### src/rtl/instruction_fetch_unit_pkg.sv
// Shared definitions for the instruction fetch path.
// Contents: the fetch FSM state enum, default bus widths and the opcode field position
// (also used by the control unit decoder).
package instruction_fetch_unit_pkg;

  localparam int unsigned DefAddrW  = 8;
  localparam int unsigned DefDataW  = 16;
  localparam int unsigned OpcodeMsb = 15;
  localparam int unsigned OpcodeLsb = 8;

  typedef enum logic [1:0] {
    StIdle  = 2'd0,
    StReq   = 2'd1,
    StWrite = 2'd2
  } fetch_state_e;

  function automatic logic [OpcodeMsb-OpcodeLsb:0] get_opcode(input logic [DefDataW-1:0] instr);
    return instr[OpcodeMsb:OpcodeLsb];
  endfunction

endpackage

### src/rtl/instruction_fetch_unit_if.sv
// Fetch-unit bus bundle: control-unit request, instruction memory and IR load signals.
// Modports:
//   master - the fetch unit (drives mem_addr/mem_rd_en/ir_data/ir_wr_en/pc/status)
//   slave  - the surrounding system (drives fetch_start/pc_load/pc_load_val/mem_rdata/mem_valid)
interface instruction_fetch_unit_if
  import instruction_fetch_unit_pkg::*;
#(
  parameter int unsigned ADDR_W = DefAddrW,
  parameter int unsigned DATA_W = DefDataW
) ();

  logic              fetch_start;
  logic              pc_load;
  logic [ADDR_W-1:0] pc_load_val;
  logic [DATA_W-1:0] mem_rdata;
  logic              mem_valid;
  logic [ADDR_W-1:0] mem_addr;
  logic              mem_rd_en;
  logic [DATA_W-1:0] ir_data;
  logic              ir_wr_en;
  logic [ADDR_W-1:0] pc;
  logic              fetch_busy;
  logic              fetch_done;
  logic              fetch_err;

  modport master (
    input  fetch_start, pc_load, pc_load_val, mem_rdata, mem_valid,
    output mem_addr, mem_rd_en, ir_data, ir_wr_en, pc, fetch_busy, fetch_done, fetch_err
  );

  modport slave (
    output fetch_start, pc_load, pc_load_val, mem_rdata, mem_valid,
    input  mem_addr, mem_rd_en, ir_data, ir_wr_en, pc, fetch_busy, fetch_done, fetch_err
  );

endinterface

### src/rtl/instruction_fetch_unit_program_counter.sv
// Program counter register: synchronous load (jump) with priority over increment,
// increment by PC_STEP with natural modulo-2^ADDR_W wraparound.
// Ports:
//   IR_clk, IR_rst - clock, asynchronous active-high reset (PC resets to 0)
//   load_i/load_val_i - load PC with a jump target
//   inc_i          - advance PC by PC_STEP
//   pc_o           - current PC
module program_counter
  import instruction_fetch_unit_pkg::*;
#(
  parameter int unsigned ADDR_W  = DefAddrW,
  parameter int unsigned PC_STEP = 1
) (
  input  logic              IR_clk,
  input  logic              IR_rst,
  input  logic              load_i,
  input  logic [ADDR_W-1:0] load_val_i,
  input  logic              inc_i,
  output logic [ADDR_W-1:0] pc_o
);

  logic [ADDR_W-1:0] pc_d, pc_q;

  always_comb begin
    pc_d = pc_q;
    if (load_i) begin
      pc_d = load_val_i;
    end else if (inc_i) begin
      pc_d = pc_q + ADDR_W'(PC_STEP);
    end
  end

  always_ff @(posedge IR_clk or posedge IR_rst) begin
    if (IR_rst) begin
      pc_q <= '0;
    end else begin
      pc_q <= pc_d;
    end
  end

  assign pc_o = pc_q;

endmodule

### src/rtl/instruction_fetch_unit.sv
// Instruction fetch unit: on fetch_start, reads instruction memory at the PC, writes the
// returned word to the IR with a one-cycle strobe, then advances the PC.
// Ports:
//   IR_clk, IR_rst - clock, asynchronous active-high reset
//   bus            - instruction_fetch_unit_if master modport (request, memory, IR, status)
// Optional build macro FETCH_TIMEOUT_EN: abandon a memory read after TIMEOUT wait cycles
// and pulse fetch_err; without it REQ waits indefinitely and fetch_err is tied low.
module instruction_fetch_unit
  import instruction_fetch_unit_pkg::*;
#(
  parameter int unsigned ADDR_W  = DefAddrW,
  parameter int unsigned DATA_W  = DefDataW,
  parameter int unsigned PC_STEP = 1,
  parameter int unsigned TIMEOUT = 15
) (
  input logic                      IR_clk,
  input logic                      IR_rst,
  instruction_fetch_unit_if.master bus
);

  if (TIMEOUT == 0 || DATA_W <= OpcodeMsb) begin : g_param_err
    $error("instruction_fetch_unit: TIMEOUT must be >= 1 and DATA_W must hold the opcode");
  end

  fetch_state_e      state_q;
  logic [DATA_W-1:0] ir_data_q;
  logic              rd_en_q;
  logic              wr_en_q;
  logic [ADDR_W-1:0] pc;
  logic              pc_load_en;
  logic              pc_inc_en;

  // Jumps only take effect in IDLE; the increment lands on the edge that ends WRITE.
  assign pc_load_en = (state_q == StIdle) && bus.pc_load;
  assign pc_inc_en  = (state_q == StWrite);

  program_counter #(
    .ADDR_W (ADDR_W),
    .PC_STEP(PC_STEP)
  ) u_program_counter (
    .IR_clk    (IR_clk),
    .IR_rst    (IR_rst),
    .load_i    (pc_load_en),
    .load_val_i(bus.pc_load_val),
    .inc_i     (pc_inc_en),
    .pc_o      (pc)
  );

`ifdef FETCH_TIMEOUT_EN
  localparam int unsigned CntW = (TIMEOUT > 1) ? $clog2(TIMEOUT) : 1;

  logic [CntW-1:0] cnt_q;
  logic            err_q;

  // Held at zero outside REQ so every REQ entry starts from a cleared count.
  always_ff @(posedge IR_clk or posedge IR_rst) begin
    if (IR_rst) begin
      cnt_q <= '0;
    end else if (state_q != StReq) begin
      cnt_q <= '0;
    end else if (!bus.mem_valid) begin
      cnt_q <= cnt_q + CntW'(1);
    end
  end
`endif

  always_ff @(posedge IR_clk or posedge IR_rst) begin
    if (IR_rst) begin
      state_q   <= StIdle;
      ir_data_q <= '0;
      rd_en_q   <= 1'b0;
      wr_en_q   <= 1'b0;
`ifdef FETCH_TIMEOUT_EN
      err_q     <= 1'b0;
`endif
    end else begin
      wr_en_q <= 1'b0;
`ifdef FETCH_TIMEOUT_EN
      err_q   <= 1'b0;
`endif
      unique case (state_q)
        StIdle: begin
          if (bus.fetch_start) begin
            state_q <= StReq;
            rd_en_q <= 1'b1;
          end
        end
        StReq: begin
          // Valid data takes priority over a timeout expiring on the same edge.
          if (bus.mem_valid) begin
            ir_data_q <= bus.mem_rdata;
            state_q   <= StWrite;
            rd_en_q   <= 1'b0;
            wr_en_q   <= 1'b1;
          end
`ifdef FETCH_TIMEOUT_EN
          else if (cnt_q == CntW'(TIMEOUT - 1)) begin
            state_q <= StIdle;
            rd_en_q <= 1'b0;
            err_q   <= 1'b1;
          end
`endif
        end
        StWrite: begin
          state_q <= StIdle;
        end
        default: begin
          state_q <= StIdle;
          rd_en_q <= 1'b0;
        end
      endcase
    end
  end

  assign bus.mem_addr   = pc;
  assign bus.pc         = pc;
  assign bus.mem_rd_en  = rd_en_q;
  assign bus.ir_data    = ir_data_q;
  assign bus.ir_wr_en   = wr_en_q;
  assign bus.fetch_done = wr_en_q;
  assign bus.fetch_busy = (state_q != StIdle);
`ifdef FETCH_TIMEOUT_EN
  assign bus.fetch_err  = err_q;
`else
  assign bus.fetch_err  = 1'b0;
`endif

endmodule

### src/flat_wrapper.sv
// flat-port wrapper written by rule: the top's interface ports become plain ports
module instruction_fetch_unit_flat import instruction_fetch_unit_pkg::*;
#(
  parameter int unsigned ADDR_W  = DefAddrW,
  parameter int unsigned DATA_W  = DefDataW,
  parameter int unsigned PC_STEP = 1,
  parameter int unsigned TIMEOUT = 15
)
  (IR_clk, IR_rst, bus_fetch_start, bus_pc_load, bus_pc_load_val, bus_mem_rdata, bus_mem_valid, bus_mem_addr, bus_mem_rd_en, bus_ir_data, bus_ir_wr_en, bus_pc, bus_fetch_busy, bus_fetch_done, bus_fetch_err);
  instruction_fetch_unit_if #(.ADDR_W(ADDR_W), .DATA_W(DATA_W)) bus_i ();
  input logic IR_clk;
  input logic IR_rst;
  input wire logic [$bits(bus_i.fetch_start)-1:0] bus_fetch_start;
  input wire logic [$bits(bus_i.pc_load)-1:0] bus_pc_load;
  input wire logic [$bits(bus_i.pc_load_val)-1:0] bus_pc_load_val;
  input wire logic [$bits(bus_i.mem_rdata)-1:0] bus_mem_rdata;
  input wire logic [$bits(bus_i.mem_valid)-1:0] bus_mem_valid;
  output wire logic [$bits(bus_i.mem_addr)-1:0] bus_mem_addr;
  output wire logic [$bits(bus_i.mem_rd_en)-1:0] bus_mem_rd_en;
  output wire logic [$bits(bus_i.ir_data)-1:0] bus_ir_data;
  output wire logic [$bits(bus_i.ir_wr_en)-1:0] bus_ir_wr_en;
  output wire logic [$bits(bus_i.pc)-1:0] bus_pc;
  output wire logic [$bits(bus_i.fetch_busy)-1:0] bus_fetch_busy;
  output wire logic [$bits(bus_i.fetch_done)-1:0] bus_fetch_done;
  output wire logic [$bits(bus_i.fetch_err)-1:0] bus_fetch_err;
  assign bus_i.fetch_start = bus_fetch_start;
  assign bus_i.pc_load = bus_pc_load;
  assign bus_i.pc_load_val = bus_pc_load_val;
  assign bus_i.mem_rdata = bus_mem_rdata;
  assign bus_i.mem_valid = bus_mem_valid;
  assign bus_mem_addr = bus_i.mem_addr;
  assign bus_mem_rd_en = bus_i.mem_rd_en;
  assign bus_ir_data = bus_i.ir_data;
  assign bus_ir_wr_en = bus_i.ir_wr_en;
  assign bus_pc = bus_i.pc;
  assign bus_fetch_busy = bus_i.fetch_busy;
  assign bus_fetch_done = bus_i.fetch_done;
  assign bus_fetch_err = bus_i.fetch_err;
  instruction_fetch_unit #(.ADDR_W(ADDR_W), .DATA_W(DATA_W), .PC_STEP(PC_STEP), .TIMEOUT(TIMEOUT)) u_core (.IR_clk(IR_clk), .IR_rst(IR_rst), .bus(bus_i));
endmodule
### config.mk
export PLATFORM = sky130hd
export DESIGN_NAME = instruction_fetch_unit_flat
export DESIGN_NICKNAME = d
export VERILOG_FILES = /design/src/rtl/instruction_fetch_unit_pkg.sv /design/src/rtl/instruction_fetch_unit_if.sv /design/src/rtl/instruction_fetch_unit_program_counter.sv /design/src/rtl/instruction_fetch_unit.sv /design/src/flat_wrapper.sv
export SDC_FILE = /design/constraint.sdc
export NUM_CORES = 1
export LEC_CHECK = 0
export BUFFER_PORTS_ARGS = -buffer_cell sky130_fd_sc_hd__clkbuf_2
export CAP_MARGIN = 20
export CORE_MARGIN = 3
export CORE_UTILIZATION = 48
export DETAILED_ROUTE_END_ITERATION = 8
export HOLD_SLACK_MARGIN = 0.12
export PLACE_DENSITY = 0.84
export SYNTH_ARGS = -nofsm -noshare
export SYNTH_HDL_FRONTEND = slang
export SYNTH_HIERARCHICAL = 1
export SYNTH_SLANG_ARGS = --single-unit
export TNS_END_PERCENT = 50
### constraint.sdc
create_clock -name IR_clk -period 2.9 [get_ports IR_clk]
set_clock_uncertainty 0.05 [all_clocks]
set_input_delay 0.145 -clock IR_clk [delete_from_list [all_inputs] [get_ports IR_clk]]
set_output_delay 0.145 -clock IR_clk [all_outputs]
set_load 0.01 [all_outputs]
## Yosys cells after proc, flatten, opt, wreduce, memory -nomap -nowiden

Index checks and enable logic that the tools add are counted.

| word-level totals | value |
|---|---|
| register bits | 28 |
| input bits | 29 |
| output and inout port bits | 37 |
| word-level logic and storage cells | 28 |

| operators by class | value |
|---|---|
| $add $sub $neg | 1 |
| equal/unequal tests | 4 |
| muxes and demuxes | 10 |
| bitwise operators | 1 |
| reduce and logical (&&, ||, !) cells | 7 |

Operators with widths:

| operator | number |
|---|---|
| two-way mux 8 bit | 2 |
| adder 8 x 1 -> 8 bit, second input constant | 1 |
| two-way mux 1 bit | 4 |
| two-way mux 2 bit | 2 |
| inequality test 2 bit, second input constant | 2 |
| one-hot mux 2 bit (2 select lines) | 1 |
| AND reduction 2 bit | 2 |
| nonzero test 2 bit | 2 |
| one-hot mux 1 bit (3 select lines) | 1 |
| AND reduction 3 bit | 1 |
| equality test 2 x 1 -> 1 bit, second input constant | 1 |
| equality test 2 bit, second input constant | 1 |
| logical NOT 2 bit | 1 |
| logical AND 1 bit | 1 |
| inverter 1 bit | 1 |

## Depth between registers and ports, before layout

| depth | value |
|---|---|
| depth after elaboration | 3 |
| gate-level depth with buffers | 6 |
| gate-level depth less buffers | 5 |

## Modules after synthesis

The synthesis kept the hierarchy.

Modules (own cells, without submodules):

| module | times used | cells an instance | area an instance (um2) | seq. area each (um2) |
|---|---|---|---|---|
| instruction_fetch_unit | 1 | 63 | 900.9 | 500.5 |
| program_counter | 1 | 50 | 445.4 | 200.2 |

## Worst setup path before layout

Ideal clock, no wire load.

| timing | value |
|---|---|
| path type | register -> register |
| from | register u_core.state_q[1] |
| to | register u_core.u_program_counter.pc_q[1], in the netlist u_core/u_program_counter/pc_o[1] |
| library setup time | 0.136 ns |
| arrival | 1.493 ns |
| data required time | 2.714 ns |
| slack | 1.222 ns |
| stages on the path, launching flop included | 6 |
| path buffers | 2 |
| clock period less this slack | 1.678 ns |
| cells stage by stage | dfrtp_1 -> or2_2 -> nor2_1 -> clkbuf_1 -> clkbuf_1 -> o21ai_0 |

| between the ends | value |
|---|---|
| word-level cells in the longest chain between the ends | 3 |
| elaborated cells between the ends (all ways) | 5 |
| those cells by class | eq/ne (1); mux (1); reduce/logical (3) |

RTL lines:

| what | line | text |
|---|---|---|
| from (decl) | instruction_fetch_unit.sv:25 | `fetch_state_e state_q;` |
| from (signal assigned) | instruction_fetch_unit.sv:69 | `state_q <= StIdle;` |
| from (signal assigned) | instruction_fetch_unit.sv:84 | `state_q <= StReq;` |
| from (signal assigned) | instruction_fetch_unit.sv:92 | `state_q <= StWrite;` |
| logical NOT 2 bit * | instruction_fetch_unit.sv:34 | `assign pc_load_en = (state_q == StIdle) && bus.pc_load;` |
| logical AND 1 bit * | instruction_fetch_unit.sv:34 |  |
| named net u_core.pc_load_en | instruction_fetch_unit.sv:30 | `logic pc_load_en;` |
| two-way mux 8 bit / nonzero test 2 bit (equally long branches) | n/a |  |
| to (signal assigned) | instruction_fetch_unit_program_counter.sv:37 | `pc_q <= pc_d;` |
| to (decl) | instruction_fetch_unit_program_counter.sv:22 | `logic [ADDR_W-1:0] pc_d, pc_q;` |

The timed path passes the listed nets; every way through them passes the cells marked *.
A chain may end at the register's enable or synchronous reset.

## Worst setup path after layout

| timing | value |
|---|---|
| from | register u_core.state_q[1] |
| to | register u_core.u_program_counter.pc_q[6], in the netlist u_core/u_program_counter/pc_o[6] |

Same word-level chain as after synthesis.

==> impl_metrics.json <==
{
  "tightest_slew_ns": 0.728,
  "htreeDepth": 1,
  "drc": 0,
  "vias": 1132,
  "grt_max_degree": 21,
  "tritoncts": "yes",
  "die_w_um": 59.0,
  "vias_per_cell": 5.03,
  "grt_antenna_before_repair": 0,
  "reg2reg_from": "u_core/state_q[1]$_DFFE_PP0P_",
  "synth_largest_area_cell": "dfrtp_1",
  "area_delta_synth_final_pct": 43.1,
  "wl_per_cell_um": 14.1,
  "first_global_vias": 1242,
  "place_inst": 194,
  "die_area_um2": 3480,
  "drt-pass1-iter-count": 4,
  "maxSlewViolCount": 0,
  "initial_core_util": 0.524,
  "drv_cap": 0,
  "cts_resized": 0,
  "synth_nets": 143,
  "netlist_area_um2": 1350,
  "endpoint": "u_core/u_program_counter/pc_o[6]$_DFFE_PP0P_",
  "reg2reg_setup_slack_ns": 1.29,
  "boundaryPins": 66,
  "worstSetupStartpoint": "u_core/state_q[1]$_DFFE_PP0P_",
  "final_cell_mix": "64 x clkbuf_2, 28 x dfrtp_1, 27 x dlygate4sd3_1",
  "worst_ir_drop_vdd_v": 0.000676,
  "drive_gt1_frac": 0.456,
  "clk_latency_ns": 0.32,
  "layout_commonest_cell": "clkbuf_2",
  "slew_headroom": 0.514,
  "hpwl_mm": 2.12,
  "startpoint_type": "register",
  "max_freq_mhz": 622,
  "drt_iter0_drc": 48,
  "timing.final.hold_violations": 0,
  "max-clock-path-buffers": 2,
  "finalCritPeriodShare": 0.554,
  "cp_max_fo": 19,
  "core-area_um2": 2570,
  "antenna_cells": 0,
  "finalSetupTns_ns": 0,
  "reg2reg_to": "u_core/u_program_counter/pc_o[6]$_DFFE_PP0P_",
  "status": "completed",
  "cts_made_buffers": 3,
  "nFillCells": 176,
  "drt_wl_total_mm": 3.17,
  "leakagePower_uw": 0.000977,
  "chipHeight_um": 59.0,
  "syn_avg_cell_area_um2": 11.9,
  "worstHoldPathType": "input port to asynchronous set/reset pin",
  "path_clk_slew_ns": 0.15,
  "synth-seq-area-share": 0.520,
  "rsz0062_at_grt": "no",
  "ff2ff_path_depth": 5,
  "critical_path_class": "register to register",
  "setup_violations": 0,
  "instances_no_fill": 225,
  "cp-end-kind": "register",
  "grt_pass1_wl_mm": 5.18,
  "nets": 226,
  "arrival_ns": 1.83,
  "ys_ff_latch": 28,
  "yosysWarnings": 6,
  "finalWeightedCongestion": 0.802,
  "utilization": 0.750,
  "synth_top_area_share": 0.520,
  "synth_area_leaders": "dfrtp_1 52%, mux2_4 10%, mux2_2 5.9%",
  "cts.sinks": 28,
  "postRouteAntennaNets": 0,
  "yosys.cell_types.count": 30,
  "synth_cells": 113,
  "cp.required_ns": 3.12,
  "cellPowerDensity_nw_per_um2": 886,
  "grt-ovfl-total": 0,
  "clockRootBuffer": "clkbuf_4",
  "floorplan.rows": 18,
  "place.port_buffers": 64,
  "period_needed_ns": 1.61,
  "grt_use_total": 0.196
}
==> cell families after synthesis <==
group / synth area share
XOR/XNOR: 0.0260
multiplexers: 0.166
other: 0.00279
adder cells (fa/ha/maj): 0.00929
flip-flops: 0.520
buffers and inverters: 0.0911
AND/OR/NAND/NOR: 0.141
AO/OA/AOI/OAI: 0.0427
==> worst min path at each step <==
stage	end	slack [ns]	startpoint	cells past startpoint
floorplan	u_core/u_program_counter/pc_o[0]$_DFFE_PP0P_	-0.09	IR_rst	1
global placement	u_core/u_program_counter/pc_o[2]$_DFFE_PP0P_	0.05	IR_rst	2
detailed placement	u_core/u_program_counter/pc_o[2]$_DFFE_PP0P_	0.06	IR_rst	2
CTS	u_core/u_program_counter/pc_o[1]$_DFFE_PP0P_	0.23	IR_rst	3
global route	u_core/u_program_counter/pc_o[3]$_DFFE_PP0P_	0.24	IR_rst	3
finish	u_core/u_program_counter/pc_o[3]$_DFFE_PP0P_	0.24	IR_rst	3
==> report_power, final <==
part | total [uW] | internal [uW] | switching [uW]
combinational | 721 | 380 | 340
sequential | 731 | 564 | 167
clock | 255 | 140 | 115
==> layout make-up <==
| class | count | area (um^2) | share of cell area |
|---|---|---|---|
| Tap cell | 30 | 37.5 | 0.0195 |
| Clock buffer | 3 | 22.5 | 0.0117 |
| Inverter | 4 | 15.0 | 0.00779 |
| Multi-Input combinational cell | 67 | 523 | 0.271 |
| Clock inverter | 1 | 30.0 | 0.0156 |
| Timing Repair Buffer | 92 | 598 | 0.310 |
| Sequential cell | 28 | 701 | 0.364 |
==> sequential cells by signal (all words and copies together), names as in the netlist <==
| signal | flops |
|---|---|
| u_core/u_program_counter/pc_o | 8 |
| u_core/state_q | 2 |
| u_core/bus.fetch_done | 1 |
| u_core/bus.ir_data | 16 |
| u_core/bus.mem_rd_en | 1 |
==> worst max-delay path, cell delays in order (launching register included) <==
cell     delay (ns)
dfrtp_1        0.49
or2_2          0.17
nor2_1         0.04
buf_4          0.18
or4_1          0.53
nand3_1        0.10
==> layer usage <==
| metal | up-vias | wire (um) | global-route usage |
|---|---|---|---|
| met3 | 2 | 293 | 0.0548 |
| met5 | - | 0 | 0 |
| met4 | 0 | 17 | 0.0647 |
| met2 | 60 | 1580 | 0.356 |
| li1 | 534 | - | - |
| met1 | 536 | 1280 | 0.218 |
==> per-stage QoR <==
stage / instance area, um^2 / setup slack [ns] / total power [uW] / hold WS [ns]
floorplan: 1350 / 1.22 / 1190 / -0.0893
global placement: 1600 / 1.42 / 1390 / 0.0524
detailed placement: 1600 / 1.34 / 1420 / 0.0581
CTS: 1930 / 1.31 / 1710 / 0.234
global route: 1930 / 1.23 / 1820 / 0.238
finish: 1930 / 1.29 / 1710 / 0.236
==> Yosys cell counts <==
cell,n
nor2_1,2
and2b_1,1
o21ai_0,7
buf_4,10
nand3_1,5
xnor2_1,1
nand2_2,1
xor2_1,3
nand4_2,1
ha_1,1
mux2_2,7
mux2i_1,1
nand4_1,3
a21o_1,1
buf_12,1
o21ai_1,2
nor2_4,1
nand2_1,9
nor2b_1,3
dfrtp_1,28
or2_2,1
or4_1,3
a21oi_1,1
buf_2,1
conb_1,1
nand2b_1,2
or2b_1,1
mux2_4,9
inv_1,4
clkbuf_1,2
==> repair_timing <==
action | 4_1_cts | 5_1_grt
hold buffers | 27 | 0
hold endpoints to repair | 54 | 0
setup buffers | 0 | 0
No activity file was read; power rests on OpenSTA's default activity.
